--- src/rtl/batch_controller.sv ---
// Sequencing FSM for the read -> register -> operate -> write datapath.
// Loads BATCH words per operation and runs NBATCH operations per start request.
module batch_controller #(
    parameter int ADDR_W = 6,
    parameter int IDX_W  = 3,
    parameter int BATCH  = 8,
    parameter int NBATCH = 8
) (
    input  logic              clk,
    input  logic              rst,
    input  logic              start,
    input  logic [ADDR_W-1:0] in_base,
    input  logic [ADDR_W-1:0] out_base,
    input  logic              mem_valid,
    input  logic              op_done,
    output logic [ADDR_W-1:0] AddrReading,
    output logic [ADDR_W-1:0] AddrWriting,
    output logic [IDX_W-1:0]  RegIndex,
    output logic              EnableInputMEM,
    output logic              EnableReg,
    output logic              EnableOperation,
    output logic              EnableOutputMEM,
    output logic              Done,
    output logic              Busy
);

    localparam int BATCH_W = $clog2(NBATCH) + 1;
    localparam logic [IDX_W-1:0]   LAST_IDX   = IDX_W'(BATCH - 1);
    localparam logic [BATCH_W-1:0] LAST_BATCH = BATCH_W'(NBATCH - 1);

    typedef enum logic [2:0] {
        IDLE = 3'd0,
        READ = 3'd1,
        WREG = 3'd2,
        OPER = 3'd3,
        WMEM = 3'd4,
        DONE = 3'd5
    } stateT;

    stateT              state;
    logic [BATCH_W-1:0] batchCnt;

    // NOTE: every register below is updated with <= so all of them see the
    // pre-edge values of state and counters, independent of statement order.
    always_ff @(posedge clk or negedge rst) begin
        if (!rst) begin
            state       <= IDLE;
            AddrReading <= '0;
            AddrWriting <= '0;
            RegIndex    <= '0;
            batchCnt    <= '0;
        end else begin
            unique case (state)
                IDLE, DONE: begin
                    if (start) begin
                        AddrReading <= in_base;
                        AddrWriting <= out_base;
                        RegIndex    <= '0;
                        batchCnt    <= '0;
                        state       <= READ;
                    end
                end
                READ: state <= WREG;
                WREG: begin
                    if (mem_valid) begin
                        AddrReading <= AddrReading + ADDR_W'(1);
                        if (RegIndex == LAST_IDX) begin
                            state <= OPER;
                        end else begin
                            RegIndex <= RegIndex + IDX_W'(1);
                            state    <= READ;
                        end
                    end
                end
                OPER: begin
                    if (op_done) state <= WMEM;
                end
                WMEM: begin
                    if (batchCnt == LAST_BATCH) begin
                        state <= DONE;
                    end else begin
                        // Next batch starts immediately; reads stay contiguous.
                        batchCnt    <= batchCnt + BATCH_W'(1);
                        AddrWriting <= AddrWriting + ADDR_W'(1);
                        RegIndex    <= '0;
                        state       <= READ;
                    end
                end
                default: state <= IDLE;
            endcase
        end
    end

    // Moore outputs straight from the state register; EnableReg alone also
    // follows mem_valid so a stalled WREG never writes the register file.
    assign EnableInputMEM  = (state == READ);
    assign EnableReg       = (state == WREG) && mem_valid;
    assign EnableOperation = (state == OPER);
    assign EnableOutputMEM = (state == WMEM);
    assign Done            = (state == DONE);
    assign Busy            = (state == READ) || (state == WREG) ||
                             (state == OPER) || (state == WMEM);

endmodule

--- config.mk ---
export PLATFORM = sky130hd
export DESIGN_NAME = batch_controller
export DESIGN_NICKNAME = d
export VERILOG_FILES = /design/src/rtl/batch_controller.sv
export SDC_FILE = /design/constraint.sdc
export NUM_CORES = 1
export LEC_CHECK = 0
export CORE_UTILIZATION = 49
export CTS_BUF_LIST = sky130_fd_sc_hd__clkbuf_2 sky130_fd_sc_hd__clkbuf_4 sky130_fd_sc_hd__clkbuf_8
export DETAILED_ROUTE_END_ITERATION = 7
export GPL_TIMING_DRIVEN = 0
export PLACE_DENSITY = 0.85
export SYNTH_ARGS = -nofsm -noshare
export SYNTH_HDL_FRONTEND = slang
export SYNTH_SLANG_ARGS = --single-unit
export TNS_END_PERCENT = 100
--- constraint.sdc ---
create_clock -name clk -period 2 [get_ports clk]
set_input_delay 0.4 -clock clk [delete_from_list [all_inputs] [get_ports clk]]
set_output_delay 0.4 -clock clk [all_outputs]
set_load 0.01 [all_outputs]
# --- Yosys cells after proc, flatten, opt, wreduce, memory -nomap -nowiden ---
# Index checks and enable logic that the tools add are counted.
word_totals:
  in_bits: 17
  regBits: 22
  elab_cells: 54
  output_inout_bits: 21
op_classes:
  n_reduce_logical: 13
  eq_ne: 12
  muxes: 20
  add_sub_neg: 4
ops:
  columns: ["operator", "n"]
  rows:
  - ["$mux W3", 8]
  - ["$mux W6", 4]
  - ["$pmux W6 S2", 2]
  - ["$pmux W3 S5", 1]
  - ["$add A6 B1 Y6 const B", 2]
  - ["$ne A2 B2 Y1 const B", 5]
  - ["$eq A3 B3 Y1 const B", 3]
  - ["$pmux W3 S3", 1]
  - ["$reduce_and A3 Y1", 3]
  - ["$mux W4", 2]
  - ["$pmux W4 S2", 1]
  - ["$eq A3 B2 Y1 const B", 2]
  - ["$reduce_and A5 Y1", 1]
  - ["$add A4 B1 Y4 const B", 1]
  - ["$eq A4 B3 Y1 const B", 1]
  - ["$reduce_bool A2 Y1", 2]
  - ["$add A3 B1 Y3 const B", 1]
  - ["$eq A3 B1 Y1 const B", 1]
  - ["$logic_not A3 Y1", 1]
  - ["$logic_or A1 B1 Y1", 3]
  - ["$reduce_bool A3 Y1", 1]
  - ["$mux W2", 1]
  - ["$reduce_or A2 Y1", 1]
  - ["$logic_and A1 B1 Y1", 1]

# --- Longest topological paths before layout ---
logic_depth:
  word_depth: 4
  depth_mapped: 6
  depth_no_buf: 6

# --- Worst setup path after synthesis ---
# Ideal clock, no wire load.
synth_path:
  kind: "flip-flop to output port"
  start: "register state[1]"
  end: "output port EnableReg"
  n_path_buf: 2
  arrival_time_ns: 1.342
  t_required_ns: 1.600
  slack_ns: 0.258
  stages_incl_launch_ff: 5
  cell_sequence: "dfrtp_1 buf_4 nor3b_2 buf_2 and2_1"
synth_via:
  elab_chain_len: 2
synth_rtl:
  columns: ["item", "line_no", "text"]
  rows:
  - ["start, declared", "40", "stateT state;"]
  - ["start signal, assigned", "47", "state <= IDLE;"]
  - ["start signal, assigned", "60", "state <= READ;"]
  - ["start signal, assigned", "63", "READ: state <= WREG;"]
  - ["$eq A3 B2 Y1", "97", "assign EnableReg = (state == WREG) && mem_valid;"]
  - ["$logic_and A1 B1 Y1", "97", null]
  - ["end, declared", "20", "output logic EnableReg,"]
# No other way between the ends.

# --- Worst setup path in the final report ---
layout_path:
  start: "register state[0]"
  end: "output port EnableOutputMEM"
layout_via:
  elab_chain_len: 1
layout_rtl:
  columns: ["item", "line_no", "text"]
  rows:
  - ["$eq A3 B3 Y1", "99", "assign EnableOutputMEM = (state == WMEM);"]
  - ["end, declared", "22", "output logic EnableOutputMEM,"]
# No other way between the ends.

==> results.json <==
{
  "status": "finished, final reports clean",
  "synth_warnings": 0,
  "postRouteAntennaNets": 0,
  "fp-row-count": 18,
  "die_h_um": 54.0,
  "p_leak_nw": 0.833,
  "synth_seq_cells": 22,
  "start_kind": "flop",
  "layout_min_cycle_time_ps": 2000,
  "cts_root_buffer": "clkbuf_4",
  "dp.cells": 214,
  "grt_pass1_wl_um": 5090,
  "powerDensity_nw_per_um2": 1400,
  "areaGrowthSynthToFinish_pct": 42.0,
  "die_w_um": 54.0,
  "vias": 1277,
  "fin_ws_ps": 2.77,
  "drv_cap": 0,
  "cts_tree": "done",
  "max_freq_mhz": 501,
  "dp.final_hpwl_um": 2350,
  "numCtsBuffers": 3,
  "drc": 0,
  "hold_violations": 0,
  "first_pass_iters": 6,
  "drive_above_1_share": 0.172,
  "syn_inst": 147,
  "synth.area.top_cells": "dfrtp_1 (42%), mux2i_1 (6.0%), nand2_1 (5.4%), ha_1 (4.7%), o21ai_0 (4.2%)",
  "cts_htree_levels": 1,
  "peakVddDrop_v": 0.000917,
  "antenna-diode-count": 0,
  "cp_max_fo": 10,
  "holdCritStartpoint": "batchCnt[2]",
  "setup_viol": 0,
  "timing.rr.start": "state[0]",
  "yosys.area.top_type": "dfrtp_1",
  "clkLatencyLatePin_ps": 310,
  "synth_cell_types": 36,
  "syn-cell-area_um2": 1330,
  "wl_per_cell_um": 14.7,
  "synthFlopType": "dfrtp_1",
  "antenna_found_initial": 0,
  "place.gp.congestion": 0.873,
  "end_kind": "output pin",
  "grt_max_degree": 23,
  "grt_pass1_vias": 1142,
  "slew_headroom": 0.314,
  "finalMaxSlewViolations": 0,
  "finalClockSkew_ps": 7.78,
  "drt_iter0_drc": 25,
  "synth_nets": 169,
  "cts_hold_buf": 0,
  "timing_worst_setup_path_type": "flop to output pin",
  "period_share": 0.999,
  "cp-startpoint": "state[0]",
  "core_um2": 2520,
  "synth_seq_area_share": 0.415,
  "syn_area_per_cell_um2": 9.02,
  "clk_pin_slew_ps": 130,
  "fin_nets": 221,
  "dpl-instance-area_um2": 1730,
  "start_util": 0.526,
  "clockBufferDepth": 2,
  "routed_wl_um": 3350,
  "ioPinCount": 38,
  "rsz0062_at_grt": "yes",
  "synth_edf_count": 0,
  "dpl_worst_slack_ps": -464,
  "overflow": 0,
  "grtUsageTotal": 0.242,
  "drt-vias-per-instance": 5.60,
  "synthArstFlopShare": 1.00,
  "worst_pin_slew_ps": 1030,
  "die_area_um2": 2920,
  "io_buffers": 37,
  "stdcell_area_um2": 1880,
  "worstPathRequired_ps": 1600,
  "final_cells": 228,
  "synth.top_cell.area_share": 0.415,
  "hp-class": "flop to flop",
  "crit_arrival_ps": 1600,
  "cts_sinks": 22
}
==> cells in the final DEF (no fill, tap or decap), drive strengths merged, types with 5 or more instances in the layout <==
| cell type | instances |
|---|---|
| a21oi | 9 |
| buf | 16 |
| clkbuf | 9 |
| clkdlybuf4s50 | 31 |
| dfrtp | 22 |
| ha | 5 |
| mux2i | 8 |
| nand2 | 19 |
| nand2b | 5 |
| nand3 | 7 |
| nor2 | 12 |
| o21ai | 15 |
| o22a | 5 |
==> final timing paths <==
path                                   end  slack, ps  cells after the start
setup / recovery           EnableOutputMEM          3                      5
hold / removal                 batchCnt[2]        500                      1
setup reg to reg            AddrWriting[2]         10                      7
hold reg to reg                batchCnt[2]        500                      1
max in group asynchronous         state[2]        690                      1
min in group asynchronous         state[0]        640                      1
==> cells by family after synthesis <==
group,synth area share
buf+inv,0.0406
compound gates,0.208
flops,0.415
fa+ha+maj,0.0472
simple gates,0.216
mux,0.0604
xor+xnor,0.0132
==> sequential cells by signal, summed over array words and instances, names as in the netlist <==
signal,count
AddrReading,6
AddrWriting,6
batchCnt,4
RegIndex,3
state,3
==> report_power, final <==
group	switching [mW]	total, mW	internal (mW)	leakage (nW)
logic	0.745	1.59	0.840	0.541
registers	0.187	0.807	0.620	0.271
clock network	0.137	0.248	0.111	0.0210
==> per-layer routing <==
| metal | up-vias | global-route usage | share of wire |
|---|---|---|---|
| met4 | 0 | 0.0256 | 0 |
| met5 | - | 0 | 0 |
| met1 | 605 | 0.283 | 0.43 |
| met2 | 34 | 0.479 | 0.54 |
| met3 | 0 | 0.0254 | 0.030 |
| li1 | 638 | - | - |
==> worst max-delay path: stages, from the launching register on <==
cell and delay, ps:
dfrtp_2 480, buf_6 130, or3b_1 360, buf_6 150, inv_8 70, buf_6 100
==> repair_timing <==
action,in CTS,in global routing
resized for setup,27,13
cloned,0,1
pin swaps,1,1
setup buffers,7,2
endpoints found under the setup margin,6,17
==> Yosys cell counts (2+ instances only) <==
cell and number:
buf_4 2, nand2_1 19, nand2b_1 5, o31a_1 2, o31ai_1 2, o22a_1 5
o21ai_0 11, mux2i_1 8, dfrtp_1 22, nand3_1 7, clkbuf_1 2, a31oi_1 4
o22ai_1 3, and3_1 3, nor3_1 2, nor2_1 12, a21oi_1 9, ha_1 5
inv_1 3, nor2b_1 2, o21ai_1 4
==> metrics by stage <==
| stage | power (mW) | hold WS, ps | setup TNS, ps | util |
|---|---|---|---|---|
| after floorplan | 1.61 | 104 | 0 | - |
| after global placement | 2.14 | 472 | -1290 | 0.688 |
| after detailed placement | 2.20 | 485 | -2300 | 0.688 |
| after CTS | 2.59 | 505 | 0 | 0.736 |
| after global routing | 2.84 | 540 | -33.8 | 0.747 |
| final | 2.64 | 504 | 0 | 0.747 |
==> final cells by class <==
type,count,area [µm²]
flip-flops and latches,22,553
well taps,30,37.5
repair buffers,47,430
multi-input cells,115,741
inverters,4,25.0
fillers,192,639
clock buffers,4,36.3
plain buffers,6,60.1
(Power assumes the default switching activity.)
